$ cat src/rtl/rand_pkg.sv
// Encodings, defaults and sizing helpers shared by the random engine controller and the word packer.
package rand_pkg;

  localparam int DEF_WIDTH = 8;
  localparam int DEF_DEPTH = 4;

  // Same encoding that the engine controller uses for its own FSM.
  typedef enum logic {
    STATE_WAIT = 1'b0,
    STATE_LFSR = 1'b1
  } rand_state_t;

  // Number of bits needed to count 0..n-1. Never returns 0, so n=1 still gets one bit.
  function automatic int cnt_width(input int n);
    return (n <= 1) ? 1 : $clog2(n);
  endfunction

endpackage

$ cat src/rtl/rand_word_fifo.sv
// Synchronous word FIFO. Enqueue takes effect on the next edge, and a new word is visible on deq_dat one cycle after it is written.
// enq_rdy stays high while the FIFO is full if a dequeue happens in the same cycle. clear has priority over any enqueue or dequeue.
module rand_word_fifo
  import rand_pkg::*;
#(
  parameter  int WIDTH = DEF_WIDTH,
  parameter  int DEPTH = DEF_DEPTH,
  localparam int PW    = cnt_width(DEPTH),
  localparam int LW    = $clog2(DEPTH + 1)
) (
  input  logic             clk,
  input  logic             rst,
  input  logic             clear,
  input  logic             enq_val,
  output logic             enq_rdy,
  input  logic [WIDTH-1:0] enq_dat,
  output logic             deq_val,
  input  logic             deq_rdy,
  output logic [WIDTH-1:0] deq_dat,
  output logic [LW-1:0]    level
);

  logic [WIDTH-1:0] mem [DEPTH];
  logic [PW-1:0]    wr_ptr;
  logic [PW-1:0]    rd_ptr;
  logic             enq_fire;
  logic             deq_fire;

  assign deq_val  = (level != '0);
  assign deq_fire = deq_val & deq_rdy;
  // A dequeue in the same cycle frees the slot, so a full FIFO can still accept a word.
  assign enq_rdy  = (level != LW'(DEPTH)) | deq_fire;
  assign enq_fire = enq_val & enq_rdy;
  assign deq_dat  = mem[rd_ptr];

  always_ff @(posedge clk or posedge rst) begin
    if (rst) begin
      for (int i = 0; i < DEPTH; i++) mem[i] <= '0;
    end else if (enq_fire && !clear) begin
      mem[wr_ptr] <= enq_dat;
    end
  end

  always_ff @(posedge clk or posedge rst) begin
    if (rst) begin
      wr_ptr <= '0;
      rd_ptr <= '0;
      level  <= '0;
    end else if (clear) begin
      wr_ptr <= '0;
      rd_ptr <= '0;
      level  <= '0;
    end else begin
      if (enq_fire) wr_ptr <= wr_ptr + PW'(1);
      if (deq_fire) rd_ptr <= rd_ptr + PW'(1);
      case ({enq_fire, deq_fire})
        2'b10:   level <= level + LW'(1);
        2'b01:   level <= level - LW'(1);
        default: level <= level;
      endcase
    end
  end

endmodule

$ cat src/rtl/rand_word_packer.sv
// Packs the qualified LFSR bit stream MSB-first into WIDTH-bit words. A word appears on out_data one cycle after its last bit is captured.
// Words leave over out_val/out_rdy. A word that completes while the FIFO is full and not draining is dropped, and the sticky overflow flag is set.
module rand_word_packer
  import rand_pkg::*;
#(
  parameter  int WIDTH = DEF_WIDTH,
  parameter  int DEPTH = DEF_DEPTH,
  localparam int CW    = cnt_width(WIDTH),
  localparam int LW    = $clog2(DEPTH + 1)
) (
  input  logic             clk,
  input  logic             rst,
  input  logic             bit_val,
  input  logic             bit_in,
  input  logic             clear,
  output logic             out_val,
  input  logic             out_rdy,
  output logic [WIDTH-1:0] out_data,
  output logic [LW-1:0]    level,
  output logic             overflow
);

  // Only WIDTH-1 bits need storing, because the final bit of a word goes straight into the FIFO.
  logic [WIDTH-2:0] shreg;
  logic [CW-1:0]    cnt;
  logic [WIDTH-1:0] word;
  logic             word_done;
  logic             enq_rdy;

  assign word      = {shreg, bit_in};
  assign word_done = bit_val & (cnt == CW'(WIDTH - 1));

  always_ff @(posedge clk or posedge rst) begin
    if (rst) begin
      shreg    <= '0;
      cnt      <= '0;
      overflow <= 1'b0;
    end else if (clear) begin
      shreg    <= '0;
      cnt      <= '0;
      overflow <= 1'b0;
    end else begin
      if (bit_val) begin
        shreg <= word[WIDTH-2:0];
        cnt   <= word_done ? '0 : cnt + CW'(1);
      end
      if (word_done && !enq_rdy) overflow <= 1'b1;
    end
  end

  rand_word_fifo #(
    .WIDTH (WIDTH),
    .DEPTH (DEPTH)
  ) u_fifo (
    .clk     (clk),
    .rst     (rst),
    .clear   (clear),
    .enq_val (word_done),
    .enq_rdy (enq_rdy),
    .enq_dat (word),
    .deq_val (out_val),
    .deq_rdy (out_rdy),
    .deq_dat (out_data),
    .level   (level)
  );

endmodule

$ cat config.mk
export PLATFORM = sky130hd
export DESIGN_NAME = rand_word_packer
export DESIGN_NICKNAME = d
export VERILOG_FILES = /design/src/rtl/rand_pkg.sv /design/src/rtl/rand_word_fifo.sv /design/src/rtl/rand_word_packer.sv
export SDC_FILE = /design/constraint.sdc
export NUM_CORES = 1
export LEC_CHECK = 0
export CAP_MARGIN = 10
export CORE_MARGIN = 4
export CORE_UTILIZATION = 58
export DETAILED_ROUTE_END_ITERATION = 10
export PLACE_DENSITY = 0.79
export SLEW_MARGIN = 10
export SYNTH_ARGS = -nofsm -noshare
export SYNTH_HDL_FRONTEND = slang
export SYNTH_SLANG_ARGS = --single-unit
export TNS_END_PERCENT = 50
$ cat constraint.sdc
create_clock -name clk -period 3 [get_ports clk]
set_input_delay 0.6 -clock clk [delete_from_list [all_inputs] [get_ports clk]]
set_output_delay 0.6 -clock clk [all_outputs]
set_load 0.01 [all_outputs]
==> flow_summary.toml <==
[timing]
finalClockSkew_ns = 0.0110
fmax_mhz = 376
slew_headroom_pct = 58.2
setup_viol_count_final = 0
period_share_pct = 88.5
tns_ns = 0
rsz0062_at_grt = "false"
final_max_slew_viol_count = 0
finalCriticalPeriod_ns = 2.66
hold_viol = 0
worst_slew_pin_slew_ns = 0.622

[clock_tree]
clkLatencyLatePin_ns = 0.31
clock_path_buffers = 2
cts-htree-levels = 2
clk_pin_slew_ns = 0.09
numCtsBuffers = 5
hold_buffers = 0
cts.sinks = 50
root_buffer = "clkbuf_8"
cts_tree = "done"
cts.repair.resized = 0
post_cts_buffers = 0

[cells_and_area]
final_cell_area_sq_um = 2850
syn_to_final_growth_pct = 15.4
fin_util_pct = 70.3
antenna_cells = 0
drive_above_1_share_pct = 34.8
layout_commonest_cell = "dfrtp_1"
final_nets = 216
final_cells = 254
final_cell_mix = "dfrtp_1 (50), mux2_2 (32), clkdlybuf4s50_1 (18), nor2_1 (15), buf_4 (11)"

[critical_path]
crit_slowest_cell = "dfrtp_1"
cp_cell_sequence = "mux4_2 -> clkdlybuf4s50_1"
end_kind = "output pin"
crit_type = "flip-flop to output pin"
worstSetupStartpointType = "flip-flop"
worstPathArrival_ns = 2.06
crit_required_ns = 2.40
cpPeakStageDelay_ns = 0.68
path_max_fanout = 9

[synth]
yosys.area.top_type = "dfrtp_1"
avgSynthCellArea_sq_um = 13.9
ys_seq_elements = 50
syn-num-nets = 191
seq_area_frac_synth_pct = 50.6
synth_cell_types = 34
yosysTopAreaCellShare_pct = 50.6
syn_area_sq_um = 2470
syn_inst = 178
yosys_warnings = 0
synth_area_leaders = "dfrtp_1 (51%), mux2_2 (15%), mux4_2 (7.3%)"

[min_path]
min_path_type = "input pin to async pin"

[die]
row_count = 23
die_h_um = 73.3
pin_count = 19
core_sq_um = 4060
dieArea_sq_um = 5370
die_w_um = 73.3
initial_utilization_pct = 61.0

[global_route]
grt_pass1_vias = 1721
grt_max_degree = 42
grt-ovfl-total = 0
antenna_found_initial = 0
grt_first_pass_wirelength_um = 8460
grtUsageTotal_pct = 20.4

[placed_design]
placedCellCount = 246
place_congestion = 0.812
io_buffers = 18
placed_cell_area_sq_um = 2750
dp_hpwl_um = 3270

[power]
power.total_mw = 1.15
ir_worst_vdd_uv = 323
power_density_nw_per_um2 = 402
leakagePower_nw = 1.30

[route]
vias_per_cell = 6.10
dr.first_iter.drc_count = 109
dr.pass1.iters = 4
drcViolationCount = 0
drt-total-wl_um = 4800
antenna_left = 0
num_vias = 1549
wl_per_cell_um = 18.9

[run_status]
status = "complete, no violations"

[run]
cap_violations = 0
Yosys cell counts:
cell / n
or4b_2: 1
o311ai_0: 1
o32a_2: 1
or3b_2: 1
nand3b_1: 1
a21bo_2: 1
a31oi_1: 1
buf_1: 2
xnor2_1: 1
o31ai_1: 1
fa_1: 1
mux4_2: 8
nor2b_1: 1
ha_1: 6
or3_2: 1
xor2_1: 2
nand2b_1: 1
nand3_1: 3
o211ai_1: 1
o21bai_1: 1
mux2i_1: 8
and2_1: 1
inv_1: 3
nand4b_1: 5
clkbuf_1: 6
o21ai_0: 3
a21oi_1: 4
nor2_1: 15
nor4b_4: 5
mux2_2: 32
nand4_1: 6
buf_2: 3
nand2_2: 1
dfrtp_1: 50
cells by family after synthesis:
logic type | Yosys count | share of synthesized area [%]
flip-flops | 50 | 50.6
multiplexers | 48 | 25.1
AND/OR/NAND/NOR | 42 | 13.4
AO/OA/AOI/OAI | 14 | 3.79
buffers and inverters | 14 | 2.28
adder cells (fa/ha/maj) | 7 | 3.84
XOR/XNOR | 3 | 1.06
flip-flops by register name (all words and copies together), names as in the netlist:
register and flops:
u_fifo.mem 32, u_fifo.rd_ptr 2, shreg 7, overflow 1, u_fifo.level 3, u_fifo.wr_ptr 2
cnt 3
report_power, final:
part	leakage, nW	internal, mW	switching (mW)
Clock	0.0514	0.190	0.224
Combinational	0.553	0.0185	0.0323
Sequential	0.696	0.678	0.00446
cell type report:
type / count / area, sq um
fillers: 247 / 1200
flip-flops and latches: 50 / 1250
clock buffers: 6 / 82.6
inverters: 3 / 11.3
multi-input cells: 114 / 1170
clock inverters: 2 / 17.5
repair buffers: 29 / 263
well taps: 50 / 62.6
critical path, delay by kind of cell (launching register included):
kind                   cells  cell delay [ns]
flip-flops                 1             0.68
multiplexers               1             0.57
buffers and inverters      1             0.50
final timing paths:
check	from	to	slack [ns]	cells past startpoint
setup / recovery	u_fifo.rd_ptr[1]$_DFFE_PP0P_	out_data[2]	0.34	2
hold / removal	rst	u_fifo.level[2]$_DFFE_PP0P_	0.52	2
setup reg to reg	u_fifo.level[0]$_DFFE_PP0P_	u_fifo.level[2]$_DFFE_PP0P_	0.57	5
hold reg to reg	overflow$_DFFE_PP0P_	overflow$_DFFE_PP0P_	0.52	2
max in group asynchronous	rst	u_fifo.mem[26]$_DFFE_PP0P_	1.72	3
min in group clk	overflow$_DFFE_PP0P_	overflow$_DFFE_PP0P_	0.52	2
routing by layer:
layer	track usage, %	wire length [um]
met2	32.0	2380
met4	5.84	51
met1	28.7	2160
met3	4.92	206
met5	0	0
stage by stage:
step	hold WS, ns	worst slack [ns]
floorplan	0.475	0.774
global placement	0.483	0.438
detailed placement	0.498	0.300
CTS	0.518	0.330
global route	0.531	0.264
finish	0.517	0.344
Power figures use the tool's default switching activity.
